$ cat config.mk
export PLATFORM = sky130hd
export DESIGN_NAME = round_controller_flat
export DESIGN_NICKNAME = d
export VERILOG_FILES = /design/src/rtl/round_controller_if.sv /design/src/rtl/round_controller.sv /design/src/flat_wrapper.sv
export SDC_FILE = /design/constraint.sdc
export NUM_CORES = 1
export LEC_CHECK = 0
export BUFFER_PORTS_ARGS = -buffer_cell sky130_fd_sc_hd__buf_2
export CAP_MARGIN = 20
export CORE_UTILIZATION = 30
export DETAILED_ROUTE_END_ITERATION = 10
export PLACE_DENSITY_LB_ADDON = 0.25
export SYNTH_ARGS = -nofsm -noshare
export SYNTH_HDL_FRONTEND = slang
export SYNTH_SLANG_ARGS = --single-unit
$ cat constraint.sdc
create_clock -name Clk -period 2.2 [get_ports Clk]
set_input_delay 0.33 -clock Clk [delete_from_list [all_inputs] [get_ports Clk]]
set_output_delay 0.33 -clock Clk [all_outputs]
set_load 0.01 [all_outputs]
$ cat src/rtl/round_controller_if.sv
`default_nettype none
// ============================================================================
// Module      : round_controller_if
// Description : Keyboard/game-event inputs and screen/sprite outputs of the
//               rhythm-game round controller, bundled as one interface.
// Revision    : 1.0 - initial release
// ============================================================================
interface round_controller_if #(
   parameter int CW = 3
);
   logic [7:0]    keycode;
   logic          hit;
   logic          out_of_bounds;
   logic [3:0]    health;
   logic          main;
   logic          playbackground;
   logic          fail;
   logic          success;
   logic          spawn;
   logic [1:0]    circletype;
   logic [CW-1:0] round_cnt;
   logic [CW-1:0] hit_cnt;

   // Game environment side: keyboard path and circle sprite logic
   modport master (
      output keycode, hit, out_of_bounds, health,
      input  main, playbackground, fail, success, spawn, circletype,
             round_cnt, hit_cnt
   );

   // Controller side
   modport slave (
      input  keycode, hit, out_of_bounds, health,
      output main, playbackground, fail, success, spawn, circletype,
             round_cnt, hit_cnt
   );
endinterface
`default_nettype wire

$ cat src/rtl/round_controller.sv
`default_nettype none
// ============================================================================
// Module      : round_controller
// Description : Game sequencer: main screen, NUM_ROUNDS circle spawns with
//               hit/miss tallying, per-circle timeout, health fail and
//               pass/fail screens. Held keys must be released to re-arm.
// Revision    : 1.0 - initial release
// ============================================================================
module round_controller #(
   parameter int NUM_ROUNDS     = 5,
   parameter int PASS_HITS      = 2,
   parameter int TIMEOUT_CYCLES = 600,
   parameter int CW             = $clog2(NUM_ROUNDS + 1)
) (
   input  logic              Clk,
   input  logic              Reset_n,
   round_controller_if.slave bus
);

   localparam logic [7:0] KEY_SPACE = 8'h2C;
   localparam logic [7:0] KEY_QUIT  = 8'h14;
   localparam logic [7:0] KEY_Z     = 8'h1D;
   localparam logic [7:0] KEY_X     = 8'h1B;
   localparam logic [7:0] KEY_C     = 8'h06;
   localparam logic [7:0] KEY_V     = 8'h19;

   localparam int TW = (TIMEOUT_CYCLES > 2) ? $clog2(TIMEOUT_CYCLES) : 1;

   typedef enum logic [2:0] {
      S_MAIN     = 3'd0,
      S_PLAY     = 3'd1,
      S_SPAWN    = 3'd2,
      S_ACTIVE   = 3'd3,
      S_TALLY    = 3'd4,
      S_FINISHED = 3'd5,
      S_FAIL     = 3'd6,
      S_PASS     = 3'd7
   } state_t;

   state_t        state, state_nxt;
   logic          armed;
   logic          hit_flag;
   logic [1:0]    type_reg;
   logic [TW-1:0] tmo_cnt;
   logic [CW-1:0] round_cnt, hit_cnt;

   logic          key_taken;
   logic          clr_cnt;
   logic          latch_type;
   logic          tmo_inc;
   logic          is_spawn_key;
   logic [1:0]    key_type;

   // Decode the spawn keys into a circle type
   always_comb begin
      is_spawn_key = 1'b1;
      key_type     = 2'b00;
      case (bus.keycode)
         KEY_Z:   key_type = 2'b00;
         KEY_X:   key_type = 2'b01;
         KEY_C:   key_type = 2'b10;
         KEY_V:   key_type = 2'b11;
         default: is_spawn_key = 1'b0;
      endcase
   end

   // State register
   always_ff @(posedge Clk or negedge Reset_n) begin
      if (!Reset_n) state <= S_MAIN;
      else          state <= state_nxt;
   end

   // Next-state logic and datapath control strobes
   always_comb begin
      state_nxt  = state;
      key_taken  = 1'b0;
      clr_cnt    = 1'b0;
      latch_type = 1'b0;
      tmo_inc    = 1'b0;
      case (state)
         S_MAIN: begin
            if (armed && bus.keycode == KEY_SPACE) begin
               state_nxt = S_PLAY;
               key_taken = 1'b1;
               clr_cnt   = 1'b1;
            end
         end
         S_PLAY: begin
            if (bus.keycode == KEY_QUIT) begin
               state_nxt = S_FAIL;
               key_taken = 1'b1;
            end else if (bus.health == 4'd0) begin
               state_nxt = S_FAIL;
            end else if (round_cnt == CW'(NUM_ROUNDS)) begin
               state_nxt = S_FINISHED;
            end else if (armed && is_spawn_key) begin
               state_nxt  = S_SPAWN;
               key_taken  = 1'b1;
               latch_type = 1'b1;
            end
         end
         S_SPAWN: state_nxt = S_ACTIVE;
         S_ACTIVE: begin
            if (bus.keycode == KEY_QUIT || bus.health == 4'd0) begin
               state_nxt = S_FAIL;
               key_taken = (bus.keycode == KEY_QUIT);
            end else if (bus.hit || bus.out_of_bounds ||
                         tmo_cnt == TW'(TIMEOUT_CYCLES - 1)) begin
               state_nxt = S_TALLY;
            end else begin
               tmo_inc = 1'b1;
            end
         end
         S_TALLY: state_nxt = S_PLAY;
         S_FINISHED: begin
            if (int'(hit_cnt) >= PASS_HITS) state_nxt = S_PASS;
            else                            state_nxt = S_FAIL;
         end
         S_FAIL, S_PASS: begin
            if (armed && bus.keycode == KEY_SPACE) begin
               state_nxt = S_MAIN;
               key_taken = 1'b1;
            end
         end
         default: state_nxt = S_MAIN;
      endcase
   end

   // Re-arm: a released keyboard arms, a consumed key disarms
   always_ff @(posedge Clk or negedge Reset_n) begin
      if (!Reset_n)                  armed <= 1'b0;
      else if (key_taken)            armed <= 1'b0;
      else if (bus.keycode == 8'h00) armed <= 1'b1;
   end

   // Circle type latch and per-circle timeout counter
   always_ff @(posedge Clk or negedge Reset_n) begin
      if (!Reset_n) begin
         type_reg <= 2'b00;
         tmo_cnt  <= '0;
         hit_flag <= 1'b0;
      end else begin
         if (latch_type)           type_reg <= key_type;
         if (state == S_SPAWN)     tmo_cnt  <= '0;
         else if (tmo_inc)         tmo_cnt  <= tmo_cnt + TW'(1);
         // hit wins over out_of_bounds: only the exit cycle's value survives
         if (state == S_ACTIVE)    hit_flag <= bus.hit;
      end
   end

   // Round and hit counters; only TALLY advances them
   always_ff @(posedge Clk or negedge Reset_n) begin
      if (!Reset_n) begin
         round_cnt <= '0;
         hit_cnt   <= '0;
      end else if (clr_cnt) begin
         round_cnt <= '0;
         hit_cnt   <= '0;
      end else if (state == S_TALLY) begin
         round_cnt <= round_cnt + CW'(1);
         if (hit_flag) hit_cnt <= hit_cnt + CW'(1);
      end
   end

   // Moore output decode
   always_comb begin
      bus.main           = 1'b0;
      bus.playbackground = 1'b0;
      bus.fail           = 1'b0;
      bus.success        = 1'b0;
      bus.spawn          = 1'b0;
      bus.circletype     = 2'b00;
      case (state)
         S_MAIN:   bus.main = 1'b1;
         S_SPAWN: begin
            bus.playbackground = 1'b1;
            bus.spawn          = 1'b1;
            bus.circletype     = type_reg;
         end
         S_ACTIVE: begin
            bus.playbackground = 1'b1;
            bus.circletype     = type_reg;
         end
         S_PLAY, S_TALLY, S_FINISHED: bus.playbackground = 1'b1;
         S_FAIL:   bus.fail    = 1'b1;
         S_PASS:   bus.success = 1'b1;
         default:  bus.main    = 1'b1;
      endcase
   end

   assign bus.round_cnt = round_cnt;
   assign bus.hit_cnt   = hit_cnt;

endmodule
`default_nettype wire

$ cat src/flat_wrapper.sv
// flat-port wrapper written by rule: the top's interface ports become plain ports
module round_controller_flat 
#(
   parameter int NUM_ROUNDS     = 5,
   parameter int PASS_HITS      = 2,
   parameter int TIMEOUT_CYCLES = 600,
   parameter int CW             = $clog2(NUM_ROUNDS + 1)
)
  (Clk, Reset_n, bus_keycode, bus_hit, bus_out_of_bounds, bus_health, bus_main, bus_playbackground, bus_fail, bus_success, bus_spawn, bus_circletype, bus_round_cnt, bus_hit_cnt);
  round_controller_if #(.CW(CW)) bus_i ();
  input  logic Clk;
  input  logic Reset_n;
  input wire logic [$bits(bus_i.keycode)-1:0] bus_keycode;
  input wire logic [$bits(bus_i.hit)-1:0] bus_hit;
  input wire logic [$bits(bus_i.out_of_bounds)-1:0] bus_out_of_bounds;
  input wire logic [$bits(bus_i.health)-1:0] bus_health;
  output wire logic [$bits(bus_i.main)-1:0] bus_main;
  output wire logic [$bits(bus_i.playbackground)-1:0] bus_playbackground;
  output wire logic [$bits(bus_i.fail)-1:0] bus_fail;
  output wire logic [$bits(bus_i.success)-1:0] bus_success;
  output wire logic [$bits(bus_i.spawn)-1:0] bus_spawn;
  output wire logic [$bits(bus_i.circletype)-1:0] bus_circletype;
  output wire logic [$bits(bus_i.round_cnt)-1:0] bus_round_cnt;
  output wire logic [$bits(bus_i.hit_cnt)-1:0] bus_hit_cnt;
  assign bus_i.keycode = bus_keycode;
  assign bus_i.hit = bus_hit;
  assign bus_i.out_of_bounds = bus_out_of_bounds;
  assign bus_i.health = bus_health;
  assign bus_main = bus_i.main;
  assign bus_playbackground = bus_i.playbackground;
  assign bus_fail = bus_i.fail;
  assign bus_success = bus_i.success;
  assign bus_spawn = bus_i.spawn;
  assign bus_circletype = bus_i.circletype;
  assign bus_round_cnt = bus_i.round_cnt;
  assign bus_hit_cnt = bus_i.hit_cnt;
  round_controller #(.NUM_ROUNDS(NUM_ROUNDS), .PASS_HITS(PASS_HITS), .TIMEOUT_CYCLES(TIMEOUT_CYCLES), .CW(CW)) u_core (.Clk(Clk), .Reset_n(Reset_n), .bus(bus_i));
endmodule
### Yosys cells after proc, flatten, opt, wreduce, memory -nomap -nowiden

Cells that the tools add are included.

* register bits after elaboration: 23
* bits of input ports: 16
* output and inout bits: 13
* logic and storage cells: 89

* add/subtract/negate cells: 3
* magnitude comparators: 1
* eq/ne operators: 19
* mux-type cells: 40
* reduce and logical (&&, ||, !) cells: 19

Operator list (number)
* two-way mux 3 bit: 13
* == test 8 x 5 -> 1 bit, second input constant: 4
* two-way mux 1 bit: 21
* one-hot mux 3 bit (7 select lines): 1
* two-way mux 10 bit: 2
* == test 3 bit, second input constant: 5
* adder 10 x 1 -> 10 bit, second input constant: 1
* == test 10 bit, second input constant: 1
* == test 8 x 3 -> 1 bit, second input constant: 1
* == test 8 x 6 -> 1 bit, second input constant: 1
* zero test 8 bit: 1
* nonzero test 2 bit: 4
* adder 3 x 1 -> 3 bit, second input constant: 2
* == test 3 x 2 -> 1 bit, second input constant: 2
* one-hot mux 2 bit (3 select lines): 1
* inequality test 5 x 1 -> 1 bit, second input constant: 1
* OR reduction 5 bit: 1
* zero test 4 bit: 1
* inequality test 2 x 1 -> 1 bit, second input constant: 2
* AND reduction 4 bit: 1
* OR reduction 2 bit: 2
* OR reduction 4 bit: 1
* == test 3 x 1 -> 1 bit, second input constant: 1
* >= comparator 3 x 2 -> 1 bit, second input constant: 1
* 8 further kinds: 11

### Logic depth before layout (Yosys ltp)

Gate-level depths: netlist of the first run.

* depth in word-level cells: 10
* mapped depth: 7
* depth with buffers taken out: 7

### Worst setup path before layout of the first run

Ideal clock, no wire load.

* kind: input port to flip-flop
* start point: in bus_keycode[5]
* end point: reg u_core.type_reg[0]
* setup time: 125 ps
* arrival: 2005 ps
* required time: 2075 ps
* path slack: 70 ps
* stages: 6
* path buffers: 1
* cell sequence: or4b_1 buf_2 nor3b_2 o211ai_1 or3b_4 mux2_4

* longest elaborated chain between the ends: 9
* elaborated cells between the ends (all ways): 14
* those cells by class: 5 x eq/ne; 7 x mux; 2 x reduce/logical

Ends and longest elaborated chain
* from (decl): RTL line flat_wrapper.sv:13 `input wire logic [$bits(bus_i.keycode)-1:0] bus_keycode;`
* == test 8 x 5 -> 1 bit or == test 8 x 3 -> 1 bit (tied branches): RTL line round_controller.sv:58 `case (bus.keycode)`
* OR reduction 4 bit (no source line)
* two-way mux 1 bit: RTL line round_controller.sv:58
* logical AND 1 bit: RTL line round_controller.sv:96 `end else if (armed && is_spawn_key) begin`
* two-way mux 1 bit: RTL line round_controller.sv:96
* two-way mux 1 bit: RTL line round_controller.sv:94 `end else if (round_cnt == CW'(NUM_ROUNDS)) begin`
* two-way mux 1 bit: RTL line round_controller.sv:92 `end else if (bus.health == 4'd0) begin`
* two-way mux 1 bit: RTL line round_controller.sv:89 `if (bus.keycode == KEY_QUIT) begin`
* two-way mux 1 bit: RTL line round_controller.sv:80 `case (state)`
* to (signal assigned): RTL line round_controller.sv:143 `if (latch_type) type_reg <= key_type;`
* to (decl): RTL line round_controller.sv:43 `logic [1:0] type_reg;`

Several ways; a longest one is shown, not always the timed one.
A chain may end at the register's enable or synchronous reset.

### Worst setup path after layout of the first run

* start point: in bus_keycode[0]
* end point: reg u_core.type_reg[0]

The elaborated chain is that of the path after synthesis.

==> results of run 1 <==
## cell type report
| type | instances | share of cell area (%) |
|---|---|---|
| Sequential cell | 23 | 33.4 |
| Timing Repair Buffer | 41 | 13.8 |
| Inverter | 10 | 2.18 |
| Multi-Input combinational cell | 119 | 44.3 |
| Tap cell | 52 | 3.77 |
| Clock buffer | 4 | 2.61 |
## worst max-delay path, cell delays in order
cell and delay, ns:
buf_2 0.10, or4_4 0.54, nor4_2 0.28, o211ai_1 0.14
or3b_4 0.44, mux2_4 0.30
## cells in the mapped netlist (2+ instances only)
cell	count	area share, %
o21ai_0	11	4.0
a22o_1	3	1.9
mux2i_1	6	4.3
and2_1	2	0.90
nand2_1	22	5.9
a21oi_1	7	2.5
and3_1	3	1.3
dfrtp_1	23	41
inv_1	9	2.4
o22ai_1	4	1.8
nor2_1	10	2.7
nor4_1	2	0.90
clkbuf_1	3	0.81
and3b_1	2	1.3
o211ai_1	2	1.1
xnor2_1	4	2.5
a31oi_1	2	0.90
or3_1	2	0.90
ha_1	5	4.5
nand3_1	5	1.8
nor3_1	9	3.2
## stage by stage
stage	instances	cell area (um^2)
2_1_floorplan	156	1390
3_3_place_gp	245	1680
3_5_place_dp	245	1680
4_1_cts	249	1720
5_1_grt	249	1720
6_report	249	1720
## power by group through the flow
stage                     Sequential (mW)  Combinational, mW  Clock (mW)
final                               0.637              0.868       0.267
after global routing                0.663              0.994       0.289
after CTS                           0.639              0.882       0.278
after detailed placement            0.648              0.879           0
after global placement              0.646              0.881           0
after floorplan                     0.643              0.551           0
## placed cells by master (no fill, tap or decap), types with 5 or more instances in the layout
cell type and count:
nand2_1 22, o21ai_0 11, buf_2 28, dfrtp_1 23, mux2i_1 6, ha_1 5
buf_4 13, nor3_1 9, nand3_1 5, nor2_1 10, inv_1 9, a21oi_1 7
## worst max-delay path by stage
stage | to | cells past startpoint | start | slack [ns]
2_1_floorplan | u_core.type_reg[0] | 6 | bus_keycode[5] | 0.07
3_3_place_gp | u_core.type_reg[0] | 6 | bus_keycode[0] | -0.03
3_5_place_dp | u_core.type_reg[0] | 6 | bus_keycode[0] | -0.08
4_1_cts | u_core.type_reg[0] | 6 | bus_keycode[0] | 0.22
5_1_grt | u_core.type_reg[0] | 6 | bus_keycode[0] | 0.12
6_report | u_core.type_reg[0] | 6 | bus_keycode[0] | 0.22
## logic make-up (layout without fill, tap and decap cells)
family                     count (synthesis)  in the layout
AOI/OAI and AO/OA                         34             34
xor gates and xnor gates                   5              5
adders and majority gates                  5              5
buffers and inverters                     14             55
DFF                                       23             23
muxes                                      8              8
and+or+nand+nor                           67             67
## routing by layer
layer / part of all wire, % / wire length, um
met1: 51 / 1570
met2: 41 / 1250
met3: 5.5 / 168
met4: 2.1 / 64
met5: 0 / 0
==> impl_metrics.py, run 1 <==
metrics = {
    "run_status": {
        "status": "finished clean",
    },
    "logic_synthesis": {
        "synth-xor-area-share_pct": 3.14,
        "yosysWarningCount": 0,
        "synthSimpleGateAreaFrac_pct": 25.9,
        "ys_seq_elements": 23,
        "synth_nets": 177,
        "synth_compound_area_share_pct": 15.1,
        "synth_edf_count": 0,
        "syn_inst": 156,
        "synth_ff_type": "dfrtp_1",
        "synth_mux_area_share_pct": 6.20,
        "yosys.area_share.adder_pct": 4.49,
        "synth_cell_types": 41,
        "synth_seq_area_share_pct": 41.3,
        "synth_top_family_by_area": "simple AND/OR/NAND/NOR gates",
        "async_flop_share_pct": 100,
        "syn_avg_cell_area_um2": 8.93,
        "synth_area_um2": 1390,
    },
    "routing": {
        "num_vias": 1261,
        "drc": 0,
        "via_per_inst": 5.06,
        "drtAntennaViolNets": 0,
        "wl_per_cell_um": 12.3,
        "wirelength_um": 3060,
        "drt_iter0_drc": 50,
        "drtPass1Iterations": 4,
    },
    "layout": {
        "largest_reg_flops": 10,
        "finalNetCount": 219,
        "fill_cells": 457,
        "diodes": 0,
        "regMostFlops": "u_core.tmo_cnt",
        "final_layout_size_suffix_gt1_share_pct": 25.9,
        "ff_latch_area_um2": 576,
        "syn_to_final_growth_pct": 23.8,
        "multi_input_area_um2": 763,
        "utilization_pct": 39.1,
    },
    "place": {
        "hpwl_um": 2350,
        "place_ws_ns": -0.0792,
        "io_buffers": 28,
        "gp_congestion": 0.876,
    },
    "setup_path": {
        "worstRegToRegCells": 6,
        "start_kind": "input pin",
        "cp_data_arrival_time_ns": 2.14,
        "rr_startpoint": "u_core.tmo_cnt[0]",
        "r2r_slack_ns": 0.33,
        "worstPathRequired_ns": 2.36,
        "crit_fanout": 3,
        "end_kind": "flip-flop",
        "crit_type": "in2reg",
        "r2r_end": "u_core.state[2]",
    },
    "global_routing": {
        "grt_pass1_wl_um": 5480,
        "gr-usage-met2_pct": 20.5,
        "grt_max_degree": 24,
        "antenna_found_initial": 0,
        "grt_use_met1_pct": 20.6,
        "grt_busiest_layer": "met1",
        "overflow": 0,
        "grt_pass1_vias": 1210,
        "grt.total_usage_pct": 14.0,
        "grt_use_met3_pct": 1.59,
    },
    "sta": {
        "hold_viol": 0,
        "min_period_ns": 1.98,
        "setup_slack_ns": 0.217,
        "rsz0062_at_grt": "false",
        "clock-skew-final_ns": 0.00110,
        "fin_hold_ws_ns": 0.0256,
        "fmax_mhz": 504,
        "finalSetupViolCount": 0,
        "worst_pin_slew_ns": 0.513,
        "setup_tns_ns": 0,
        "slew_viol_final": 0,
        "slew_headroom_pct": 65.8,
        "timing.final.crit_share_pct": 90.1,
    },
    "cts": {
        "cts.sinks": 23,
        "cts.root.buffer_cell": "clkbuf_8",
        "h-tree-depth": 1,
        "insertion_delay_ns": 0.27,
        "clkSlewWorstSetupHoldPaths_ns": 0.08,
        "cts_hold_buffers": 0,
        "cts_buffer_depth": 2,
        "postCtsSetupBuffers": 0,
        "cts_tree": "yes",
        "cts_resized": 0,
        "numCtsBuffers": 3,
    },
    "die": {
        "rows": 24,
        "die_y_um": 70.1,
        "die_area_um2": 4920,
        "die_w_um": 70.1,
        "start_util_pct": 31.5,
        "placeableCoreArea_um2": 4410,
        "pin_count": 29,
    },
    "power": {
        "p_sw_mw": 0.728,
        "leakage_nw": 0.836,
        "p_sw_share_pct": 41.1,
        "power.density_nw_per_um2": 1030,
        "internal_power_mw": 1.04,
        "p_clk_share_pct": 15.1,
        "peakVddDrop_mv": 0.313,
        "seq_power_share_pct": 35.9,
        "p_comb_share_pct": 49.0,
        "power.total_mw": 1.77,
    },
    "min_path": {
        "hp-class": "in2async",
    },
    "flow_run": {
        "drv_cap": 0,
    },
}
(Power assumes the default switching activity.)
==> inputs of run 2 (changes only) <==
- CELL_PAD_IN_SITES_DETAIL_PLACEMENT: default -> 1
- CELL_PAD_IN_SITES_GLOBAL_PLACEMENT: default -> 2
==> run 2 against run 1 <==
  * Total power rose by 1.9%
  * Fmax rose by 0.21%
  * Routed wire length rose by 21%
  * Cell area fell by 0.43%
  * Sequential power rose by 0.6%
  * Clock-buffer cell count did not move
  * Die area did not move
  * Global-route usage rose by 2.7 points
  * Sequential share of layout area rose by 0.15 points
  * Non-clock buffer count fell by 1
  * Largest power group unchanged
  * Highest routed layer unchanged
==> impl_metrics.py, run 2 (synthesis gave the netlist of run 1 again) <==
metrics = {
    "cts": {
        "insertion_delay_ns": 0.26,
        "postCtsSetupBuffers": 0,
        "h-tree-depth": 1,
        "cts_buffer_depth": 2,
        "cts_hold_buffers": 0,
        "cts.root.buffer_cell": "clkbuf_8",
        "cts_tree": "yes",
        "clkSlewWorstSetupHoldPaths_ns": 0.09,
        "cts_resized": 0,
        "numCtsBuffers": 3,
        "cts.sinks": 23,
    },
    "routing": {
        "wl_per_cell_um": 14.9,
        "drtAntennaViolNets": 0,
        "drtPass1Iterations": 4,
        "via_per_inst": 5.27,
        "drt_iter0_drc": 41,
        "drc": 0,
        "num_vias": 1306,
        "wirelength_um": 3690,
    },
    "power": {
        "p_sw_mw": 0.773,
        "leakage_nw": 0.830,
        "peakVddDrop_mv": 0.284,
        "power.density_nw_per_um2": 1050,
        "internal_power_mw": 1.03,
        "p_comb_share_pct": 49.5,
        "seq_power_share_pct": 35.5,
        "power.total_mw": 1.81,
        "p_sw_share_pct": 42.8,
        "p_clk_share_pct": 15.0,
    },
    "die": {
        "placeableCoreArea_um2": 4410,
        "start_util_pct": 31.5,
        "pin_count": 29,
        "die_w_um": 70.1,
        "die_y_um": 70.1,
        "die_area_um2": 4920,
        "rows": 24,
    },
    "global_routing": {
        "overflow": 0,
        "grt_max_degree": 24,
        "antenna_found_initial": 0,
        "grt_pass1_vias": 1335,
        "grt.total_usage_pct": 16.7,
        "grt_pass1_wl_um": 6600,
    },
    "place": {
        "io_buffers": 28,
        "placed_cells": 244,
        "gp_congestion": 0.837,
        "hpwl_um": 2880,
    },
    "setup_path": {
        "r2r_slack_ns": 0.24,
        "r2r_end": "u_core.type_reg[0]",
        "start_kind": "input pin",
        "crit_path_end": "u_core.type_reg[0]",
        "end_kind": "flip-flop",
        "rr_startpoint": "u_core.bus.round_cnt[0]",
        "critPathLaunch": "bus_keycode[0]",
        "cp_data_arrival_time_ns": 2.14,
        "crit_type": "in2reg",
        "crit_fanout": 3,
        "worstRegToRegCells": 5,
        "worstPathRequired_ns": 2.36,
    },
    "sta": {
        "hold_viol": 0,
        "setup_tns_ns": 0,
        "slew_viol_final": 0,
        "worst_pin_slew_ns": 0.548,
        "fmax_mhz": 505,
        "finalSetupViolCount": 0,
        "rsz0062_at_grt": "false",
        "timing.final.crit_share_pct": 89.9,
        "slew_headroom_pct": 63.5,
        "clock-skew-final_ns": 0.00140,
        "min_period_ns": 1.98,
        "fin_hold_ws_ns": 0.0402,
    },
    "layout": {
        "multi_input_area_um2": 763,
        "final_layout_size_suffix_gt1_share_pct": 25.5,
        "largest_reg_flops": 10,
        "layout.cells.non_filler": 248,
        "syn_to_final_growth_pct": 23.3,
        "utilization_pct": 38.9,
        "fill_cells": 541,
        "diodes": 0,
        "ff_latch_area_um2": 576,
        "regMostFlops": "u_core.tmo_cnt",
        "layout_common_cells": "28 x buf_2, 23 x dfrtp_1, 22 x nand2_1, 12 x buf_4, 11 x o21ai_0",
        "final_common_cell": "buf_2",
        "finalNetCount": 218,
    },
    "min_path": {
        "hp-class": "in2async",
    },
    "run_status": {
        "status": "finished clean",
    },
    "flow_run": {
        "drv_cap": 0,
    },
}
==> run 2: cell count changes in the layout (fill, tap and decap cells not counted) <==
cell,before,now
buf_4,13,12
==> run 2: worst min-delay path by stage <==
stage	endpoint	cells after the start
after floorplan	u_core.armed	0
after global placement	u_core.bus.hit_cnt[1]	1
after detailed placement	u_core.bus.hit_cnt[1]	1
after CTS	u_core.bus.hit_cnt[1]	1
after global routing	u_core.armed	1
final	u_core.tmo_cnt[5]	1
==> run 2: cell type report <==
class,instances,area share [%]
Multi-Input combinational cell,119,44.5
Sequential cell,23,33.5
Timing Repair Buffer,40,13.4
Tap cell,52,3.79
Clock buffer,4,2.62
Inverter,10,2.19
==> run 2: power by group through the flow <==
stage | sequential (mW) | combinational (mW) | clock [mW]
final | 0.641 | 0.894 | 0.272
after global routing | 0.664 | 1.02 | 0.295
after CTS | 0.643 | 0.910 | 0.280
after detailed placement | 0.653 | 0.905 | 0
after global placement | 0.641 | 0.872 | 0
after floorplan | 0.643 | 0.551 | 0
==> run 2: routing by layer <==
metal	wire length, um	track usage, %
met5	0	0
met4	26	4.67
met3	112	2.16
met2	1740	27.4
met1	1810	23.1
==> run 2: stage by stage <==
step	setup slack (ns)	area (um^2)
finish	0.222	1720
global route	0.101	1720
CTS	0.210	1720
detailed placement	-0.0680	1670
global placement	-0.0256	1670
floorplan	0.0702	1390
==> run 2: critical path, stage by stage <==
cell      delay [ns]
buf_2           0.11
or4_4           0.53
nor4_2          0.27
o211ai_1        0.14
or3b_4          0.45
mux2_4          0.30
